--- src/rtl/alu_pkg.sv ---
// Shared ALU definitions: opcode encodings and the width/stage legality check
// used by the pipelined add/subtract datapath.
package alu_pkg;

  localparam logic OP_ADD = 1'b0;
  localparam logic OP_SUB = 1'b1;

  // The datapath splits the word into equal chunks, one chunk per stage.
  function automatic bit addsub_geometry_ok(input int width, input int stages);
    return (stages >= 1) && (stages <= width) && ((width % stages) == 0);
  endfunction

endpackage

--- src/rtl/addsub_stage.sv ---
// One pipeline stage of the chunked ripple adder: sums chunk IDX and forwards
// the operands plus the partially built result to the next stage.
module addsub_stage
  import alu_pkg::*;
#(
  parameter int WIDTH = 32,
  parameter int CHUNK = 8,
  parameter int IDX   = 0
) (
  input  logic             clk,
  input  logic             rst,
  input  logic             advance,
  input  logic             valid_i,
  input  logic             carry_i,
  input  logic [WIDTH-1:0] a_i,
  input  logic [WIDTH-1:0] b_i,
  input  logic [WIDTH-1:0] s_i,
  output logic             valid_o,
  output logic             carry_o,
  output logic [WIDTH-1:0] a_o,
  output logic [WIDTH-1:0] b_o,
  output logic [WIDTH-1:0] s_o
);

  localparam int LO = IDX * CHUNK;

  logic             valid_d, valid_q;
  logic             carry_d, carry_q;
  logic [WIDTH-1:0] a_d, a_q;
  logic [WIDTH-1:0] b_d, b_q;
  logic [WIDTH-1:0] s_d, s_q;
  logic [CHUNK:0]   chunk_sum;

  always_comb begin
    chunk_sum = {1'b0, a_i[LO +: CHUNK]} + {1'b0, b_i[LO +: CHUNK]}
              + {{CHUNK{1'b0}}, carry_i};
    valid_d = valid_q;
    carry_d = carry_q;
    a_d     = a_q;
    b_d     = b_q;
    s_d     = s_q;
    // Every stage moves in lock-step; when the pipe is stalled all state holds.
    if (advance) begin
      valid_d            = valid_i;
      carry_d            = chunk_sum[CHUNK];
      a_d                = a_i;
      b_d                = b_i;
      s_d                = s_i;
      s_d[LO +: CHUNK]   = chunk_sum[CHUNK-1:0];
    end
  end

  always_ff @(posedge clk) begin
    if (rst) begin
      valid_q <= 1'b0;
      carry_q <= 1'b0;
      a_q     <= '0;
      b_q     <= '0;
      s_q     <= '0;
    end else begin
      valid_q <= valid_d;
      carry_q <= carry_d;
      a_q     <= a_d;
      b_q     <= b_d;
      s_q     <= s_d;
    end
  end

  assign valid_o = valid_q;
  assign carry_o = carry_q;
  assign a_o     = a_q;
  assign b_o     = b_q;
  assign s_o     = s_q;

endmodule

--- src/rtl/pipelined_addsub.sv ---
// Pipelined WIDTH-bit add/subtract with valid/ready handshake; the carry
// ripples through STAGES registered chunk adders.
module pipelined_addsub
  import alu_pkg::*;
#(
  parameter int WIDTH  = 32,
  parameter int STAGES = 4
) (
  input  logic             clk,
  input  logic             rst,
  input  logic             in_valid,
  output logic             in_ready,
  input  logic             op,
  input  logic [WIDTH-1:0] a,
  input  logic [WIDTH-1:0] b,
  output logic             out_valid,
  input  logic             out_ready,
  output logic [WIDTH-1:0] sum,
  output logic             carry_out,
  output logic             overflow,
  output logic             zero
);

  localparam int CHUNK = WIDTH / STAGES;

  if (!addsub_geometry_ok(WIDTH, STAGES)) begin : g_bad_geometry
    $error("pipelined_addsub: WIDTH must be a multiple of STAGES and STAGES in 1..WIDTH");
  end

  logic                         advance;
  logic [STAGES:0]              pipe_valid;
  logic [STAGES:0]              pipe_carry;
  logic [STAGES:0][WIDTH-1:0]   pipe_a;
  logic [STAGES:0][WIDTH-1:0]   pipe_b;
  logic [STAGES:0][WIDTH-1:0]   pipe_s;
  logic                         a_msb;
  logic                         b_msb;

  assign advance  = !out_valid || out_ready;
  assign in_ready = advance;

  // Subtraction is a + ~b + 1: invert b up front and inject op as the carry-in.
  assign pipe_valid[0] = in_valid;
  assign pipe_carry[0] = (op == OP_SUB);
  assign pipe_a[0]     = a;
  assign pipe_b[0]     = (op == OP_ADD) ? b : ~b;
  assign pipe_s[0]     = '0;

  for (genvar k = 0; k < STAGES; k++) begin : g_stage
    addsub_stage #(
      .WIDTH (WIDTH),
      .CHUNK (CHUNK),
      .IDX   (k)
    ) u_stage (
      .clk     (clk),
      .rst     (rst),
      .advance (advance),
      .valid_i (pipe_valid[k]),
      .carry_i (pipe_carry[k]),
      .a_i     (pipe_a[k]),
      .b_i     (pipe_b[k]),
      .s_i     (pipe_s[k]),
      .valid_o (pipe_valid[k+1]),
      .carry_o (pipe_carry[k+1]),
      .a_o     (pipe_a[k+1]),
      .b_o     (pipe_b[k+1]),
      .s_o     (pipe_s[k+1])
    );
  end

  assign out_valid = pipe_valid[STAGES];
  assign sum       = pipe_s[STAGES];
  assign carry_out = pipe_carry[STAGES];
  assign a_msb     = pipe_a[STAGES][WIDTH-1];
  assign b_msb     = pipe_b[STAGES][WIDTH-1];

  // Flags derive from the final stage registers and read 0 whenever no result is held.
  assign overflow = out_valid && (a_msb == b_msb) && (sum[WIDTH-1] != a_msb);
  assign zero     = out_valid && (sum == '0);

endmodule

--- config.mk ---
export PLATFORM = sky130hd
export DESIGN_NAME = pipelined_addsub
export DESIGN_NICKNAME = d
export VERILOG_FILES = /design/src/rtl/alu_pkg.sv /design/src/rtl/addsub_stage.sv /design/src/rtl/pipelined_addsub.sv
export SDC_FILE = /design/constraint.sdc
export NUM_CORES = 1
export LEC_CHECK = 0
export CAP_MARGIN = 5
export CORE_ASPECT_RATIO = 1.2
export CORE_MARGIN = 2
export CORE_UTILIZATION = 55
export CTS_CLUSTER_DIAMETER = 150
export DETAILED_ROUTE_END_ITERATION = 12
export PLACE_DENSITY = 0.77
export RECOVER_POWER = 100
export SKIP_CTS_REPAIR_TIMING = 1
export SLEW_MARGIN = 30
export SYNTH_ARGS = -nofsm -noshare
export SYNTH_HDL_FRONTEND = slang
export SYNTH_SLANG_ARGS = --single-unit
--- constraint.sdc ---
create_clock -name clk -period 6.1 [get_ports clk]
set_input_delay 1.83 -clock clk [delete_from_list [all_inputs] [get_ports clk]]
set_output_delay 1.83 -clock clk [all_outputs]
set_load 0.02 [all_outputs]
==> flow_summary.yaml <==
run_status:
  violations: "max-capacitance violations, max-slew violations"
  status: "complete, but fails checks"
setup_path:
  crit_fanout: 2
  crit_required_ns: 4.27
  arrival_ns: 3.46
  crit_path_end_kind: "output port"
  start_kind: "input pin"
  worstSetupPathType: "input pin to output port"
die:
  start_util: 0.563
  row_count: 48
  die-area_um2: 15700
  die_w_um: 115
  fp.dieH_um: 137
  core_area_um2: 14400
  ioPinCount: 106
clock_network:
  ctsHtreeMaxLevel: 4
  clockBufferDepth: 2
  root_buffer: "clkbuf_16"
  cts_tree: "built"
  clkLatencyLatePin_ns: 0.42
  cts_made_buffers: 17
  numClockSinks: 186
  cts.clk_slew.worst_paths_ns: 0.06
logic_synthesis:
  syn_area_um2: 8110
  synthCells: 995
  postSynth.asyncResetShare: 0
  syn_nets: 1099
  ys.flop_type: "dfxtp_1"
  postSynthAreaPerCell_um2: 8.15
  synth_seq_area_share: 0.459
  synth.ff_latch_count: 186
  synthTopCellsByArea: "dfxtp_1 46%, nand2_1 13%, a21oi_1 9.7%"
  yosysWarnings: 0
  yosysUniqueCellTypes: 49
  yosysTopAreaCell: "dfxtp_1"
  synth_top_area_share: 0.459
  synth-edff-count: 0
pwr:
  cellLeakagePower_uw: 0.00384
  peakVddDrop_mv: 0.185
  power.density_nw_per_um2: 281
placed_design:
  dp_hpwl_mm: 11.8
  dp_slack_ns: 1.20
  port_buffers: 105
  place.gp.congestion: 0.857
final_layout:
  area_growth_pct: 18.8
  final_nets: 1157
  final_common_cell: "nand2_1"
  final_cell_mix: "281 x nand2_1, 186 x dfxtp_1, 157 x a21oi_1"
  antenna_cells: 0
  drive_gt1_frac: 0.0423
timing:
  finalSetupTns_ns: 0
  worst_slew_pin_slew_ns: 2.20
  fmax_mhz: 189
  skew_ns: 0.00515
  period_minus_slack_ns: 5.29
  rsz0062_at_grt: "false"
  finalSetupViolations: 0
  drv_slew: 310
  hold_violations: 0
  min_period_over_period: 0.867
  relSlewSlack: -0.464
  layout_setup_ws_ns: 0.813
global_routing:
  use_met2: 0.380
  grt_usage: 0.233
  gr-usage-met3: 0.0376
  grt_pass1_vias: 6059
  grt_first_pass_wirelength_mm: 29.5
  top_usage_layer: "met2"
  antenna_found_initial: 0
  grt_overflow_total: 0
  grt_max_degree: 218
  met1_usage: 0.317
drt:
  antenna_left: 0
  via_per_inst: 5.54
  drtPass1Iterations: 6
  drc: 0
  wl_per_cell_um: 14.5
  drt_iter0_drc: 666
  wl_mm: 18.0
  via_count: 6867
job:
  cap_violations: 2
min_path:
  hold_path.class: "flip-flop to flip-flop"
per-layer routing:
| metal | wire [um] | vias to the layer above |
|---|---|---|
| met2 | 8900 | 166 |
| li1 | - | 3523 |
| met4 | 338 | 0 |
| met3 | 720 | 22 |
| met5 | 0 | - |
| met1 | 8050 | 3156 |
worst paths after layout:
check                                                             start  cells past startpoint  slack, ns                                endpoint
worst max-delay path                                          out_ready                      4       0.81                                in_ready
worst min-delay path             g_stage[2].u_stage.s_o[7]$_SDFFE_PP0P_                      2       0.45  g_stage[2].u_stage.s_o[7]$_SDFFE_PP0P_
worst max register to register  g_stage[3].u_stage.valid_o$_SDFFE_PP0P_                      6       2.64  g_stage[0].u_stage.s_o[7]$_SDFFE_PP0P_
worst min register to register   g_stage[2].u_stage.s_o[7]$_SDFFE_PP0P_                      2       0.45  g_stage[2].u_stage.s_o[7]$_SDFFE_PP0P_
where the power goes:
group / switching [uW] / internal (uW)
logic: 168 / 154
registers: 51.2 / 1290
clock network: 467 / 574
stage by stage:
| step | util | total power (uW) | hold WS, ns | instance area [um^2] | cells |
|---|---|---|---|---|---|
| 2_1_floorplan | - | 1570 | 0.432 | 8110 | 995 |
| 3_3_place_gp | 0.630 | 1690 | 0.439 | 9090 | 1209 |
| 3_5_place_dp | 0.630 | 1690 | 0.443 | 9090 | 1209 |
| 4_1_cts | 0.669 | 2730 | 0.452 | 9650 | 1240 |
| 5_1_grt | 0.668 | 2820 | 0.471 | 9630 | 1240 |
| 6_report | 0.668 | 2710 | 0.451 | 9630 | 1240 |
final cells by class:
cell class	instances	area, um^2
clock buffer	18	439
fill	1237	4780
tap	175	219
clock inverter	13	120
sequential	186	3720
inverter	11	42.5
multi-input combinational	728	4010
timing repair buffer	109	1070
cells by family after synthesis:
kind of cell / share of synthesized area
XOR/XNOR: 0.0410
AND/OR/NAND/NOR: 0.212
flip-flops: 0.459
buffers and inverters: 0.0467
multiplexers: 0.00185
AO/OA/AOI/OAI: 0.178
adder cells (fa/ha/maj): 0.0605
critical path, stage by stage:
cell and delay (ns):
dlygate4sd3_1 0.57, nor2b_4 0.14, clkinvlp_2 0.20, dlygate4sd3_1 0.72
registers in the layout, indices dropped and copies added (netlist names):
| name | cells |
|---|---|
| g_stage.u_stage.carry_o | 4 |
| g_stage.u_stage.b_o | 49 |
| g_stage.u_stage.a_o | 49 |
| g_stage.u_stage.valid_o | 4 |
| g_stage.u_stage.s_o | 80 |
cell usage after synthesis, types with 4 or more instances:
master / count
buf_2: 24
inv_1: 10
o21a_1: 5
xor2_1: 9
nor4_1: 9
xnor2_1: 29
dfxtp_1: 186
nor3_1: 8
clkbuf_1: 31
nor2_1: 34
a211oi_1: 35
nand3_1: 31
a21oi_1: 157
a21o_1: 7
buf_1: 6
buf_4: 6
ha_1: 28
a31oi_1: 4
nand2_1: 281
and3_1: 10
o21ai_0: 24
or3_1: 11
fa_1: 7
Note: power is estimated with default switching activity, not from simulation.
